$ cat config.mk
export PLATFORM = sky130hd
export DESIGN_NAME = issue_queue_entry_allocator
export DESIGN_NICKNAME = d
export VERILOG_FILES = /design/src/rtl/issue_queue_entry_allocator.sv
export SDC_FILE = /design/constraint.sdc
export NUM_CORES = 1
export LEC_CHECK = 0
export CAP_MARGIN = 30
export CORE_ASPECT_RATIO = 0.75
export CORE_MARGIN = 1.5
export CORE_UTILIZATION = 50
export DETAILED_ROUTE_END_ITERATION = 10
export PLACE_DENSITY_LB_ADDON = 0.12
export SLEW_MARGIN = 20
export SYNTH_ARGS = -nofsm -noshare
export SYNTH_HDL_FRONTEND = slang
export SYNTH_SLANG_ARGS = --single-unit
$ cat constraint.sdc
create_clock -name clk -period 6.62 [get_ports clk]
set_input_delay 0.993 -clock clk [delete_from_list [all_inputs] [get_ports clk]]
set_output_delay 0.993 -clock clk [all_outputs]
set_load 0.005 [all_outputs]
$ cat src/rtl/issue_queue_entry_allocator.sv
// Free-list allocator for issue-queue entries: circular index list, all-or-nothing grant, lane-ordered release.
// Define ISSUE_QUEUE_ALLOC_CHECK_EN to add an allocation bitmap that flags double frees.
module issue_queue_entry_allocator #(
    parameter int ENTRIES     = 16,
    parameter int ALLOC_WIDTH = 2,
    parameter int FREE_WIDTH  = 2
) (
    input  logic                                   clk,
    input  logic                                   rst_n,
    input  logic                                   flush,
    input  logic [ALLOC_WIDTH-1:0]                 allocReq,
    output logic                                   allocGrant,
    output logic [ALLOC_WIDTH*$clog2(ENTRIES)-1:0] allocPtr,
    input  logic [FREE_WIDTH-1:0]                  releaseValid,
    input  logic [FREE_WIDTH*$clog2(ENTRIES)-1:0]  releasePtr,
    output logic [$clog2(ENTRIES+1)-1:0]           freeCount,
    output logic                                   initBusy,
    output logic                                   errOverflow,
    output logic                                   errDoubleFree
);
    localparam int PTR_W = $clog2(ENTRIES);
    localparam int CNT_W = $clog2(ENTRIES + 1);

    localparam logic [0:0] ST_INIT = 1'b0;
    localparam logic [0:0] ST_RUN  = 1'b1;

    logic [0:0]            state_reg;
    logic [PTR_W-1:0]      list_reg [ENTRIES];
    logic [PTR_W-1:0]      head_reg;
    logic [PTR_W-1:0]      tail_reg;
    logic [PTR_W-1:0]      init_cnt_reg;
    logic [CNT_W-1:0]      count_reg;
    logic                  err_ovf_reg;

    logic                  run_active;
    logic [CNT_W-1:0]      alloc_n;
    logic [CNT_W-1:0]      alloc_take;
    logic [CNT_W-1:0]      count_after_alloc;
    logic [CNT_W-1:0]      room;
    logic [CNT_W-1:0]      rel_m;
    logic [CNT_W-1:0]      rel_take;
    logic                  overflow;
    logic [CNT_W-1:0]      alloc_rank [ALLOC_WIDTH+1];
    logic [CNT_W-1:0]      rel_rank   [FREE_WIDTH+1];
    logic [PTR_W-1:0]      alloc_idx  [ALLOC_WIDTH];
    logic [PTR_W-1:0]      rel_idx    [FREE_WIDTH];
    logic [PTR_W-1:0]      rel_ptr    [FREE_WIDTH];
    logic [FREE_WIDTH-1:0] rel_apply;

    // Prefix popcounts give each active lane its compacted slot relative to head/tail.
    always_comb begin
        alloc_rank[0] = '0;
        for (int w = 0; w < ALLOC_WIDTH; w++) begin
            alloc_rank[w+1] = alloc_rank[w] + CNT_W'(allocReq[w]);
        end
    end

    always_comb begin
        rel_rank[0] = '0;
        for (int f = 0; f < FREE_WIDTH; f++) begin
            rel_rank[f+1] = rel_rank[f] + CNT_W'(releaseValid[f]);
        end
    end

    assign run_active        = (state_reg == ST_RUN) && !flush;
    assign alloc_n           = alloc_rank[ALLOC_WIDTH];
    assign rel_m             = rel_rank[FREE_WIDTH];
    assign allocGrant        = run_active && (alloc_n <= count_reg);
    assign alloc_take        = allocGrant ? alloc_n : '0;
    assign count_after_alloc = count_reg - alloc_take;
    // Space left for releases once this cycle's grant is taken out.
    assign room              = CNT_W'(ENTRIES) - count_after_alloc;
    assign overflow          = run_active && (rel_m > room);
    assign rel_take          = overflow ? room : (run_active ? rel_m : '0);

    genvar gi;
    generate
        for (gi = 0; gi < ALLOC_WIDTH; gi++) begin : g_alloc_lane
            assign alloc_idx[gi]                 = head_reg + alloc_rank[gi][PTR_W-1:0];
            assign allocPtr[gi*PTR_W +: PTR_W]   = list_reg[alloc_idx[gi]];
        end
        for (gi = 0; gi < FREE_WIDTH; gi++) begin : g_release_lane
            assign rel_ptr[gi]   = releasePtr[gi*PTR_W +: PTR_W];
            assign rel_idx[gi]   = tail_reg + rel_rank[gi][PTR_W-1:0];
            assign rel_apply[gi] = run_active && releaseValid[gi] && (rel_rank[gi] < room);
        end
    endgenerate

    // List storage needs no reset: INIT rewrites every slot before it is read.
    always_ff @(posedge clk) begin
        if ((state_reg == ST_INIT) && !flush) begin
            list_reg[init_cnt_reg] <= init_cnt_reg;
        end
        for (int f = 0; f < FREE_WIDTH; f++) begin
            if (rel_apply[f]) begin
                list_reg[rel_idx[f]] <= rel_ptr[f];
            end
        end
    end

    always_ff @(posedge clk) begin
        if (!rst_n) begin
            state_reg    <= ST_INIT;
            head_reg     <= '0;
            tail_reg     <= '0;
            count_reg    <= '0;
            init_cnt_reg <= '0;
            err_ovf_reg  <= 1'b0;
        end else if (flush) begin
            state_reg    <= ST_INIT;
            head_reg     <= '0;
            tail_reg     <= '0;
            count_reg    <= '0;
            init_cnt_reg <= '0;
        end else if (state_reg == ST_INIT) begin
            init_cnt_reg <= init_cnt_reg + PTR_W'(1);
            if (init_cnt_reg == PTR_W'(ENTRIES - 1)) begin
                state_reg <= ST_RUN;
                count_reg <= CNT_W'(ENTRIES);
                head_reg  <= '0;
                tail_reg  <= '0;
            end else begin
                count_reg <= count_reg + CNT_W'(1);
            end
        end else begin
            head_reg  <= head_reg + alloc_take[PTR_W-1:0];
            tail_reg  <= tail_reg + rel_take[PTR_W-1:0];
            count_reg <= count_after_alloc + rel_take;
            if (overflow) begin
                err_ovf_reg <= 1'b1;
            end
        end
    end

    assign freeCount   = count_reg;
    assign initBusy    = (state_reg == ST_INIT);
    assign errOverflow = err_ovf_reg;

`ifdef ISSUE_QUEUE_ALLOC_CHECK_EN
    logic [ENTRIES-1:0] bitmap_reg;
    logic [ENTRIES-1:0] bitmap_next;
    logic               dfree_hit;
    logic               err_dfree_reg;

    // Flagged lanes are still pushed; the check only observes, it never alters list behaviour.
    always_comb begin
        bitmap_next = bitmap_reg;
        dfree_hit   = 1'b0;
        for (int f = 0; f < FREE_WIDTH; f++) begin
            if (releaseValid[f]) begin
                if (!bitmap_reg[rel_ptr[f]]) begin
                    dfree_hit = 1'b1;
                end
                for (int g = 0; g < f; g++) begin
                    if (releaseValid[g] && (rel_ptr[g] == rel_ptr[f])) begin
                        dfree_hit = 1'b1;
                    end
                end
            end
            if (rel_apply[f]) begin
                bitmap_next[rel_ptr[f]] = 1'b0;
            end
        end
        if (allocGrant) begin
            for (int w = 0; w < ALLOC_WIDTH; w++) begin
                if (allocReq[w]) begin
                    bitmap_next[allocPtr[w*PTR_W +: PTR_W]] = 1'b1;
                end
            end
        end
    end

    always_ff @(posedge clk) begin
        if (!rst_n) begin
            bitmap_reg    <= '0;
            err_dfree_reg <= 1'b0;
        end else if (state_reg == ST_INIT) begin
            bitmap_reg <= '0;
        end else if (!flush) begin
            bitmap_reg <= bitmap_next;
            if (dfree_hit) begin
                err_dfree_reg <= 1'b1;
            end
        end
    end

    assign errDoubleFree = err_dfree_reg;
`else
    assign errDoubleFree = 1'b0;
`endif

endmodule

== Word-level counts from Yosys, hierarchy flattened ==
Memories as Yosys holds them, arrays and structs flattened. A register that Yosys moved wholly into a read port is not among the register bits.
Cells that the tools add are included.

* Register bits: 19
* Bits in writable memories: 64
* Bits of input ports: 15
* Output and inout bits: 17
* Memories: 1

* Add/subtract/negate cells: 11
* Magnitude comparators: 4
* Eq/ne operators: 1
* Mux-type cells: 21
* Bitwise gates (word level): 3
* Reduce and logical (&&, ||, !) cells: 13

{| class="wikitable"
|+ Memory list
! memory !! depth !! bits a word !! rd ports !! clocked after Yosys merged registers in !! write ports !! RTL line !! source
|-
| list_reg || 16 || 4 || 2 || 1 || 2 || 28 || <nowiki>logic [PTR_W-1:0] list_reg [ENTRIES];</nowiki>
|}

{| class="wikitable"
|+ Operator list
! cell !! count
|-
| $mux W4 || 7
|-
| $mux W5 || 3
|-
| $mux W1 || 9
|-
| $add A4 B1 Y4 || 2
|-
| $logic_and A1 B1 Y1 || 8
|-
| $add A5 B1 Y5 const B || 1
|-
| $add A5 B5 Y5 || 1
|-
| $gt A2 B5 Y1 || 1
|-
| $le A2 B5 Y1 || 1
|-
| $lt A1 B5 Y1 || 1
|-
| $lt A1 B5 Y1 const A || 1
|-
| $sub A5 B2 Y5 || 1
|-
| $sub A5 B5 Y5 const A || 1
|-
| $add A1 B1 Y2 || 2
|-
| $add A4 B1 Y4 const B || 1
|-
| $add A4 B2 Y4 || 1
|-
| $add A4 B4 Y4 || 1
|-
| $eq A4 B4 Y1 const B || 1
|-
| $mux W2 || 2
|-
| $reduce_or A4 Y1 || 1
|-
| $not A1 Y1 || 3
|-
| $reduce_and A3 Y1 || 1
|-
| $reduce_bool A2 Y1 || 1
|-
| $reduce_or A2 Y1 || 1
|-
| $logic_not A1 Y1 || 1
|}

== Longest topological paths before layout ==
* Depth in word-level cells: 12
* Mapped depth: 25
* Depth with buffers taken out: 25

== Worst setup path after synthesis ==
No wires, ideal clock.

* Path type: input to register
* Start: input port allocReq[0]
* End: register count_reg[4] (netlist: freeCount[4])
* Arrival: 5.611 ns
* Required time: 6.524 ns
* Path slack: 0.913 ns
* Stages: 23
* Cells stage by stage: ha_1 > inv_1 > ha_1 > a211o_1 > o31a_1 > and2_1 > ha_1 > inv_2 > fa_1 > inv_1 > ha_1 > nor3b_2 > o21ai_2 > mux2_4 > nor3_4 > mux2i_1 > ha_1 > inv_1 > fa_1 > nor2_1 > nand2_1 > xnor2_1 > a221oi_1

* Longest elaborated chain between the ends: 11

{| class="wikitable"
|+ Ends and longest elaborated chain
! what !! RTL line !! source
|-
| from (decl) || 11 || <nowiki>input logic [ALLOC_WIDTH-1:0] allocReq,</nowiki>
|-
| $add A1 B1 Y2 (*) || 54 || <nowiki>alloc_rank[w+1] = alloc_rank[w] + CNT_W'(allocReq[w]);</nowiki>
|-
| $le A2 B5 Y1 (*) || 68 || <nowiki>assign allocGrant = run_active && (alloc_n <= count_reg);</nowiki>
|-
| $logic_and A1 B1 Y1 (*) || 68 ||
|-
| net allocGrant || 12 || <nowiki>output logic allocGrant,</nowiki>
|-
| $mux W2 (*) || 69 || <nowiki>assign alloc_take = allocGrant ? alloc_n : '0;</nowiki>
|-
| $sub A5 B2 Y5 (*) || 70 || <nowiki>assign count_after_alloc = count_reg - alloc_take;</nowiki>
|-
| $sub A5 B5 Y5 || 72 || <nowiki>assign room = CNT_W'(ENTRIES) - count_after_alloc;</nowiki>
|-
| $gt A2 B5 Y1 || 73 || <nowiki>assign overflow = run_active && (rel_m > room);</nowiki>
|-
| $logic_and A1 B1 Y1 || 73 ||
|-
| $mux W5 || 74 || <nowiki>assign rel_take = overflow ? room : (run_active ? rel_m : '0);</nowiki>
|-
| $add A5 B5 Y5 (*) || 128 || <nowiki>count_reg <= count_after_alloc + rel_take;</nowiki>
|-
| $mux W5 (*) || 115 || <nowiki>end else if (state_reg == ST_INIT) begin</nowiki>
|-
| to (signal assigned) || 119 || <nowiki>count_reg <= CNT_W'(ENTRIES);</nowiki>
|-
| to (signal assigned) || 123 || <nowiki>count_reg <= count_reg + CNT_W'(1);</nowiki>
|-
| to (signal assigned) || 128 ||
|-
| to (decl) || 32 || <nowiki>logic [CNT_W-1:0] count_reg;</nowiki>
|}

Mark *: on every way through the listed nets, which the timed path passes. The rest lies on a longest branch.
A chain may end at the register's enable or synchronous reset.

== Final worst setup path ==
* Start: input port allocReq[0]
* End: register count_reg[4] (netlist: freeCount[4])

* Longest elaborated chain between the ends: 11

{| class="wikitable"
|+ Ends and longest elaborated chain
! what !! RTL line
|-
| $add A1 B1 Y2 (*) || 54
|-
| $le A2 B5 Y1 || 68
|-
| $logic_and A1 B1 Y1 || 68
|-
| $mux W2 (*) || 69
|-
| $sub A5 B2 Y5 (*) || 70
|-
| $sub A5 B5 Y5 || 72
|-
| $gt A2 B5 Y1 || 73
|-
| $logic_and A1 B1 Y1 || 73
|-
| $mux W5 || 74
|-
| $add A5 B5 Y5 (*) || 128
|-
| $mux W5 (*) || 115
|}

Mark *: on every way between the ends. The rest lies on a longest branch, timed or not.

==> results.ini <==
[floorplanning]
die_w_um=133
initial_utilization_pct=51.6
row_count=35
core_area_um2=12300
die_h_um=101
io_pins=32
design.die.area_um2=13400

[placed_design]
io_buffers=30
post_dp_cell_area_um2=6730
place_ws_ns=0.0702
gp_congestion=0.837
post-dp-hpwl_um=14700

[synth]
synthTopCellsByArea=edfxtp_1 30%, mux4_2 14%, a211oi_1 7.5%, dfxtp_1 7.2%, a31oi_1 6.4%
synth-main-ff-cell=edfxtp_1
synth_top_area_share_pct=30.1
synth-seq-cells=87
seq_area_frac_synth_pct=37.4
synth_cells=564
syn-cell-area_um2=6370
synth.largest_area_cell=edfxtp_1
ys_async_sr_fraction_pct=0
synth.avg_cell_area_um2=11.3
yosys.cell_count.top_type=a31oi_1
synth_cell_types=56
synth_edf_count=64
synth_nets=604
yosys_warnings=0
synth_commonest_cells=65 x a31oi_1, 64 x a211oi_1, 64 x edfxtp_1

[status]
status=finished clean

[cells_and_area]
n_antenna_cell=0
drive_gt1_share_pct=18.5
area_delta_synth_final_pct=10.5
fin_area_um2=7040
final_nets=604
largest_register_ffs=64
fill_cells=1040
final_core_util_pct=57.0
regArea_um2=2380
multi_input_area_um2=3660

[timing]
relSlewSlack_pct=41.2
max_clock_freq_ghz=0.161
min_period_ns=6.22
setup_viol=0
fin_tns_setup_ns=0
drv_slew=0
finalHoldViolCount=0
worst_pin_slew_ns=0.881
finalCritPeriodShare_pct=93.9
rsz0062_at_grt=false
clock_skew_ns=0.00991
hold_ws_ns=0.476
worst_slack_ns=0.403

[grt]
overflow=0
grt_pass1_vias=4793
grt_pass1_wl_um=29600
antenna_found_initial=0
grt_use_total_pct=29.9
grt_max_degree=43

[cts]
cts-htree-levels=3
clk_pin_slew_worst_paths_ns=0.07
cts_made_buffers=9
hold_buffers=0
root_buffer=clkbuf_16
insertion_delay_ns=0.35
ctsResizeCount=0
clk_path_buf_depth=2
cts_setup_buffers=0
cts_tree=built
numClockSinks=87

[drt]
drc_errors=0
dr_wl_met2_um=8170
viasPerCell=7.09
wl_per_cell_um=26.4
top_layer_used=met4
ant_nets=0
vias=5210
wl_met1_um=8780
drt_iter0_markers=688
wirelength_um=19400
wl_met3_um=2130
drtPass1Iterations=5

[setup_path]
critPathCapture=freeCount[4]
worstSetupPathType=input pin to flop
cp_max_fo=6
start_kind=input pin
r2r_end=freeCount[4]
cp_data_required_time_ns=6.86
crit_start=allocReq[0]
cp.arrival_ns=6.46
cp-end-kind=flop
worstReg2RegStart=freeCount[1]
worst-r2r-setup-slack_ns=1.25
r2r_cells=22

[min_path]
hold_path.class=flop to flop

[power]
ir_drop_v=0.000127
switchingPower_mw=0.315
power.density_nw_per_um2=172
clkPwrFrac_pct=42.0
intPower_mw=0.897
p_leak_nw=2.26
seqPwrFrac_pct=48.6
switching_share_pct=26.0
power_frac_comb_pct=9.4

[run]
drv_cap=0

[per-stage QoR]
step	instances	total power [mW]
after CTS	734	1.21
after detailed placement	718	0.711
after floorplan	564	0.671
final	735	1.21
after global placement	716	0.709
after global routing	735	1.24
[worst min path at each step]
stage | from | to | slack [ns] | depth (start not counted)
2_1_floorplan | errOverflow | errOverflow | 0.46 | 1
3_3_place_gp | errOverflow | errOverflow | 0.46 | 1
3_5_place_dp | errOverflow | errOverflow | 0.46 | 1
4_1_cts | errOverflow | errOverflow | 0.48 | 1
5_1_grt | errOverflow | errOverflow | 0.50 | 1
6_report | errOverflow | errOverflow | 0.48 | 1
[critical path, cell delays in order]
cell,delay (ns)
clkdlybuf4s50_1,0.43
ha_1,0.31
inv_1,0.04
ha_1,0.27
a211o_1,0.29
o31a_1,0.26
and2_1,0.19
ha_1,0.19
inv_2,0.08
fa_1,0.48
inv_1,0.14
ha_1,0.19
nor3b_2,0.19
o21ai_2,0.13
mux2_4,0.37
nor3_4,0.30
mux2i_1,0.30
ha_1,0.22
inv_1,0.06
fa_1,0.41
nor2_1,0.12
nand2_1,0.07
xnor2_1,0.14
a221oi_1,0.27
[power groups by stage]
stage	registers [mW]	clock network, mW	logic (mW)
final	0.589	0.509	0.114
after global routing	0.589	0.532	0.121
after CTS	0.589	0.513	0.110
after detailed placement	0.601	0	0.110
after global placement	0.601	0	0.108
after floorplan	0.599	0	0.0725
[cells by family after synthesis]
logic type	Yosys count	synth area share (%)
DFF	87	37.4
muxes	46	15.4
buffers and inverters	70	5.40
and+or+nand+nor	120	9.58
adders and majority gates	25	5.38
other	1	0.0588
AOI/OAI and AO/OA	196	23.7
xor gates and xnor gates	19	3.14
[final cells by class]
class	count	area share, %
Multi-Input combinational cell	407	51.9
Sequential cell	87	33.8
Timing Repair Buffer	44	6.33
Clock buffer	9	3.20
Tap cell	166	2.95
Clock inverter	7	0.977
Inverter	15	0.800
[layout by cell type, fill, tap and decap left out, types with 4 or more instances in the layout]
cell	n
xor2_1	8
nand3_1	25
a31oi_1	65
fa_1	4
clkbuf_16	9
o211ai_4	4
a22oi_1	6
inv_1	14
o211ai_1	8
o211ai_2	10
edfxtp_1	64
nand2_1	35
a21o_1	16
ha_1	21
xnor2_1	8
nand4_1	7
nor2b_1	8
mux4_2	40
o21ai_2	5
a21oi_1	9
dfxtp_1	23
clkdlybuf4s50_1	30
nor2_1	24
a211oi_1	64
buf_4	10
[routing by layer]
layer | track usage [%] | up-vias
met5 | 0 | -
met4 | 7.27 | 0
met3 | 5.58 | 38
met2 | 43.1 | 354
met1 | 46.3 | 2542
li1 | - | 2276
Power figures use the tool's default switching activity.
